$ cat src/rtl/cpu_sequencer.sv
// Multi-cycle instruction sequencer for the 4-bit CPU.
// Owns the program counter, fetches instructions over a req/ack handshake and
// walks each one through fetch, decode, execute and writeback. The write
// enable is a single-cycle pulse in writeback. Halt and fetch-timeout fault
// are sticky until reset.
module cpu_sequencer #(
    parameter int unsigned PC_W       = 4,
    parameter logic [7:0]  HALT_INSTR = 8'hFF,
    parameter int unsigned TIMEOUT    = 15
) (
    input  logic            clk,
    input  logic            rst,
    input  logic            run,
    input  logic            step,
    output logic            imem_req,
    output logic [PC_W-1:0] imem_addr,
    input  logic            imem_ack,
    input  logic [7:0]      imem_data,
    output logic [2:0]      alu_op,
    output logic [1:0]      dest_reg,
    output logic [1:0]      source_reg,
    output logic            reg_we,
    output logic [PC_W-1:0] pc,
    output logic            halted,
    output logic            fault
);

    localparam int unsigned CntW = (TIMEOUT > 1) ? $clog2(TIMEOUT + 1) : 1;
    // Last no-ack FETCH cycle index before faulting; unused when TIMEOUT is 0.
    localparam logic [CntW-1:0] CntLast = (TIMEOUT == 0) ? '0 : CntW'(TIMEOUT - 1);

    typedef enum logic [2:0] {
        StIdle,
        StFetch,
        StDecode,
        StExecute,
        StWriteback,
        StHalted,
        StFault
    } state_e;

    state_e          state_q, state_d;
    logic [PC_W-1:0] pc_q, pc_d;
    logic [7:0]      ir_q, ir_d;
    logic [CntW-1:0] cnt_q, cnt_d;
    logic            step_mode_q, step_mode_d;

    // State and datapath registers, synchronous reset.
    always_ff @(posedge clk) begin
        if (rst) begin
            state_q     <= StIdle;
            pc_q        <= '0;
            ir_q        <= 8'h00;
            cnt_q       <= '0;
            step_mode_q <= 1'b0;
        end else begin
            state_q     <= state_d;
            pc_q        <= pc_d;
            ir_q        <= ir_d;
            cnt_q       <= cnt_d;
            step_mode_q <= step_mode_d;
        end
    end

    // Next-state, instruction capture, wait counting and pc advance.
    always_comb begin
        state_d     = state_q;
        pc_d        = pc_q;
        ir_d        = ir_q;
        cnt_d       = '0;
        step_mode_d = step_mode_q;
        unique case (state_q)
            StIdle: begin
                if (run) begin
                    state_d     = StFetch;
                    step_mode_d = 1'b0;
                end else if (step) begin
                    state_d     = StFetch;
                    step_mode_d = 1'b1;
                end
            end
            StFetch: begin
                // An ack on the timeout cycle still wins.
                if (imem_ack) begin
                    ir_d    = imem_data;
                    state_d = StDecode;
                end else if ((TIMEOUT != 0) && (cnt_q == CntLast)) begin
                    state_d = StFault;
                end else begin
                    cnt_d = cnt_q + CntW'(1);
                end
            end
            StDecode: begin
                state_d = (ir_q == HALT_INSTR) ? StHalted : StExecute;
            end
            StExecute: begin
                state_d = StWriteback;
            end
            StWriteback: begin
                pc_d        = pc_q + PC_W'(1);
                step_mode_d = 1'b0;
                state_d     = (run && !step_mode_q) ? StFetch : StIdle;
            end
            StHalted: begin
                state_d = StHalted;
            end
            StFault: begin
                state_d = StFault;
            end
            default: begin
                state_d = StIdle;
            end
        endcase
    end

    // Outputs decoded from state and ir only.
    always_comb begin
        imem_req   = (state_q == StFetch);
        imem_addr  = pc_q;
        reg_we     = (state_q == StWriteback);
        halted     = (state_q == StHalted);
        fault      = (state_q == StFault);
        pc         = pc_q;
        alu_op     = ir_q[7:5];
        dest_reg   = ir_q[4:3];
        source_reg = ir_q[2:1];
    end

endmodule

$ cat config.mk
export PLATFORM = sky130hd
export DESIGN_NAME = cpu_sequencer
export DESIGN_NICKNAME = d
export VERILOG_FILES = /design/src/rtl/cpu_sequencer.sv
export SDC_FILE = /design/constraint.sdc
export NUM_CORES = 1
export LEC_CHECK = 0
export CORE_AREA = 3 3 52 54
export DETAILED_ROUTE_END_ITERATION = 7
export DIE_AREA = 0 0 55 57
export GPL_TIMING_DRIVEN = 1
export PLACE_DENSITY = 0.74
export SETUP_SLACK_MARGIN = 0.02
export SYNTH_ARGS = -nofsm -noshare
export SYNTH_HDL_FRONTEND = slang
export SYNTH_SLANG_ARGS = --single-unit
export TNS_END_PERCENT = 10
$ cat constraint.sdc
create_clock -name clk -period 1.7 [get_ports clk]
set_input_delay 0.17 -clock clk [delete_from_list [all_inputs] [get_ports clk]]
set_output_delay 0.17 -clock clk [all_outputs]
set_load 0.1 [all_outputs]
==> impl_metrics.prom, run 1 <==
# TYPE chip_impl_metric gauge
chip_impl_info{name="run_status",value="finished clean"} 1
chip_impl_metric{name="clk_path_buf_depth",unit=""} 2
chip_impl_metric{name="synth.avg_cell_area",unit="µm²"} 9.02
chip_impl_metric{name="cellPowerDensity",unit="nW/µm²"} 752
chip_impl_info{name="regToRegEndpoint",value="ir_q[4]"} 1
chip_impl_metric{name="power.leakage",unit="nW"} 0.552
chip_impl_metric{name="fin_worst_skew",unit="ps"} 7.38
chip_impl_metric{name="cp_max_fo",unit=""} 11
chip_impl_metric{name="ys_seq_area_share",unit="%"} 40.7
chip_impl_metric{name="fmax",unit="MHz"} 637
chip_impl_metric{name="async_flop_share",unit="%"} 0
chip_impl_info{name="cts_tree",value="built"} 1
chip_impl_info{name="grt_setup_unrepaired",value="no"} 1
chip_impl_metric{name="layout.core_utilization",unit="%"} 61.9
chip_impl_metric{name="antenna_left",unit=""} 0
chip_impl_metric{name="num_antenna_cells",unit=""} 0
chip_impl_metric{name="worstMarginPinSlew",unit="ps"} 382
chip_impl_info{name="worst_hold_startpoint",value="cnt_q[0]"} 1
chip_impl_metric{name="path_clk_slew",unit="ps"} 110
chip_impl_metric{name="seq_area",unit="µm²"} 403
chip_impl_metric{name="drive_gt1_share",unit="%"} 27.8
chip_impl_metric{name="route.final.wire_length",unit="mm"} 1.95
chip_impl_metric{name="cts-hold-fix-buffers",unit=""} 0
chip_impl_metric{name="remaining_drc_errors",unit=""} 0
chip_impl_metric{name="floorplan.initialDensity",unit="%"} 43.6
chip_impl_metric{name="yosys_warnings",unit=""} 0
chip_impl_metric{name="areaGrowthSynthToFinish",unit="%"} 41.9
chip_impl_metric{name="cts.sinks",unit=""} 20
chip_impl_info{name="timing.hold.worst.class",value="reg -> reg"} 1
chip_impl_metric{name="globalRouteOverflowTotal",unit=""} 0
chip_impl_metric{name="required",unit="ps"} 1530
chip_impl_metric{name="synth_seq_cells",unit=""} 20
chip_impl_metric{name="multi_input_area",unit="µm²"} 479
chip_impl_metric{name="worstPathArrival",unit="ps"} 1400
chip_impl_metric{name="slew_headroom",unit="%"} 73.8
chip_impl_metric{name="grt_max_degree",unit=""} 12
chip_impl_metric{name="tritoncts.num_buffers",unit=""} 3
chip_impl_metric{name="chipHeight",unit="µm"} 57
chip_impl_metric{name="floorplan.die_area",unit="µm²"} 3140
chip_impl_metric{name="floorplan_core_area",unit="µm²"} 2250
chip_impl_metric{name="timing.hold.worst_path_depth",unit=""} 1
chip_impl_metric{name="port_buffers",unit=""} 31
chip_impl_info{name="layout_common_cells",value="sky130_fd_sc_hd__nor2_1, sky130_fd_sc_hd__dfxtp_1, sky130_fd_sc_hd__buf_4"} 1
chip_impl_metric{name="fin_tns_setup",unit="ps"} 0
chip_impl_metric{name="placedCellCount",unit=""} 158
chip_impl_metric{name="number_of_setup_violations_in_the_final_report",unit=""} 0
chip_impl_metric{name="finalHoldViolations",unit=""} 0
chip_impl_metric{name="fin_crit_sh",unit="%"} 92.3
chip_impl_metric{name="finalCriticalPeriod",unit="ps"} 1570
chip_impl_metric{name="syn-cell-area",unit="µm²"} 983
chip_impl_metric{name="die_w",unit="µm"} 55
chip_impl_metric{name="synth_edf_count",unit=""} 0
chip_impl_metric{name="synthCells",unit=""} 109
chip_impl_info{name="crit_start",value="state_q[1]"} 1
chip_impl_info{name="clockRootBuffer",value="sky130_fd_sc_hd__clkbuf_4"} 1
chip_impl_metric{name="io_pins",unit=""} 32
chip_impl_info{name="worstSetupPathType",value="reg -> out"} 1
chip_impl_metric{name="gp_congestion",unit=""} 0.783
chip_impl_metric{name="worst_supply_voltage_drop_on_vdd",unit="mV"} 0.671
chip_impl_metric{name="synth.distinct_cells",unit=""} 33
chip_impl_metric{name="finish.net_count",unit=""} 151
chip_impl_info{name="worstSetupStartpointType",value="flop"} 1
chip_impl_metric{name="floorplan.rows",unit=""} 17
chip_impl_metric{name="first_global_vias",unit=""} 799
chip_impl_metric{name="synthesis.nets",unit=""} 125
chip_impl_info{name="worst_r2r_startpoint",value="state_q[2]"} 1
chip_impl_info{name="hold-path-endpoint",value="cnt_q[0]"} 1
chip_impl_metric{name="vias_per_std_cell",unit=""} 5.14
chip_impl_metric{name="fin_cells",unit=""} 161
chip_impl_metric{name="avgRoutedWirePerCell",unit="µm"} 12.1
chip_impl_info{name="mostFrequentLayoutCell",value="sky130_fd_sc_hd__nor2_1"} 1
chip_impl_info{name="synth_top_flop_cell",value="sky130_fd_sc_hd__dfxtp_1"} 1
chip_impl_metric{name="drt_pass1_iterations",unit=""} 4
chip_impl_info{name="worst_setup_path_end_kind",value="output port"} 1
chip_impl_metric{name="cts_post_setup_buffers_inserted",unit=""} 0
chip_impl_metric{name="timing.reg2reg.worst_path_depth",unit=""} 5
chip_impl_metric{name="grt_pass1_wl",unit="mm"} 3.29
chip_impl_metric{name="grt_use_total",unit="%"} 13.8
chip_impl_metric{name="drv_cap",unit=""} 0
chip_impl_metric{name="insertion_delay",unit="ps"} 290
chip_impl_metric{name="clock_tree.htree_level_count",unit=""} 1
chip_impl_metric{name="final_max_slew_viol_count",unit=""} 0
chip_impl_metric{name="drtIter0Drc",unit=""} 6
chip_impl_metric{name="dpl_hpwl",unit="mm"} 1.58
chip_impl_metric{name="n_fill_cell",unit=""} 218
chip_impl_metric{name="initial_antenna_violation_count",unit=""} 0
chip_impl_metric{name="reg2reg_setup_slack",unit="ps"} 290
chip_impl_metric{name="detailroute.via_count",unit=""} 827
[per-stage QoR]
stage | area (µm²) | hold slack [ps] | power [mW] | setup slack (ps)
floorplan | 1000 | 317 | 0.763 | -193
global placement | 1370 | 446 | 0.839 | 168
detailed placement | 1370 | 457 | 0.846 | 118
CTS | 1400 | 482 | 1.06 | 58.8
global route | 1400 | 486 | 1.10 | 63.1
finish | 1400 | 478 | 1.05 | 131
[worst max path at each step]
stage              endpoint  slack, ps  depth (start not counted)
2_1_floorplan  imem_addr[2]       -190                          4
3_3_place_gp        ir_q[6]        170                          5
3_5_place_dp        ir_q[4]        120                          5
4_1_cts              reg_we         60                          3
5_1_grt              reg_we         60                          3
6_report             reg_we        130                          3
[worst max-delay path: stages, from the launching register on]
cell	delay, ps
sky130_fd_sc_hd__dfxtp_2	400
sky130_fd_sc_hd__or3b_4	410
sky130_fd_sc_hd__inv_2	110
sky130_fd_sc_hd__buf_12	180
[Yosys cell counts (3+ instances only)]
| cell | n | area share [%] |
|---|---|---|
| sky130_fd_sc_hd__mux2i_1 | 8 | 8.1 |
| sky130_fd_sc_hd__dfxtp_1 | 20 | 41 |
| sky130_fd_sc_hd__nor2_1 | 20 | 7.6 |
| sky130_fd_sc_hd__ha_1 | 3 | 3.8 |
| sky130_fd_sc_hd__o31ai_1 | 3 | 2.3 |
| sky130_fd_sc_hd__a21oi_1 | 3 | 1.5 |
| sky130_fd_sc_hd__xnor2_1 | 3 | 2.7 |
| sky130_fd_sc_hd__inv_1 | 4 | 1.5 |
| sky130_fd_sc_hd__buf_4 | 12 | 9.2 |
| sky130_fd_sc_hd__buf_2 | 3 | 1.5 |
[layer usage]
layer	global-route usage [%]	wire, µm	part of all wire [%]
met1	17.2	844	43
met4	4.51	8	0.41
met2	22.6	1000	51
met5	0	0	0
met3	3.39	98	5.0
[cell families after synthesis]
| family | share of synthesized area [%] |
|---|---|
| simple gates | 22.4 |
| mux | 8.14 |
| fa+ha+maj | 3.82 |
| flops | 40.7 |
| compound gates | 8.40 |
| xor+xnor | 3.56 |
| buf+inv | 13.0 |
[power by group]
group          internal [mW]  switching, mW  total, mW
combinational          0.118          0.193      0.311
clock                 0.0822          0.131      0.213
sequential             0.494         0.0303      0.525
[flip-flops by register name, summed over array words and instances, names as in the netlist]
name         flops
state_q          3
cnt_q            4
ir_q             8
imem_addr        4
step_mode_q      1
[what timing repair did]
action | CTS | global route
gates cloned | 0 | 0
resized for setup | 2 | 1
endpoints found under the setup margin | 1 | 1
[cell type report]
cell class              count  area share, %
clock buffers               3           1.61
multi-input cells          68           34.3
flip-flops and latches     20           28.9
repair buffers             38           31.6
inverters                   4           1.08
well taps                  28           2.51
Power figures use the tool's default switching activity.
==> run 2: changes to the inputs <==
--- a/config.mk
+++ b/config.mk
@@ -6,6 +6,7 @@
 export NUM_CORES = 1
 export LEC_CHECK = 0
 export CORE_AREA = 3 3 52 54
+export CTS_CLUSTER_DIAMETER = 100
 export DETAILED_ROUTE_END_ITERATION = 7
 export DIE_AREA = 0 0 55 57
 export GPL_TIMING_DRIVEN = 1
==> results of run 2 <==
The final DEF is identical to that of run 1; final timing and power are the same.
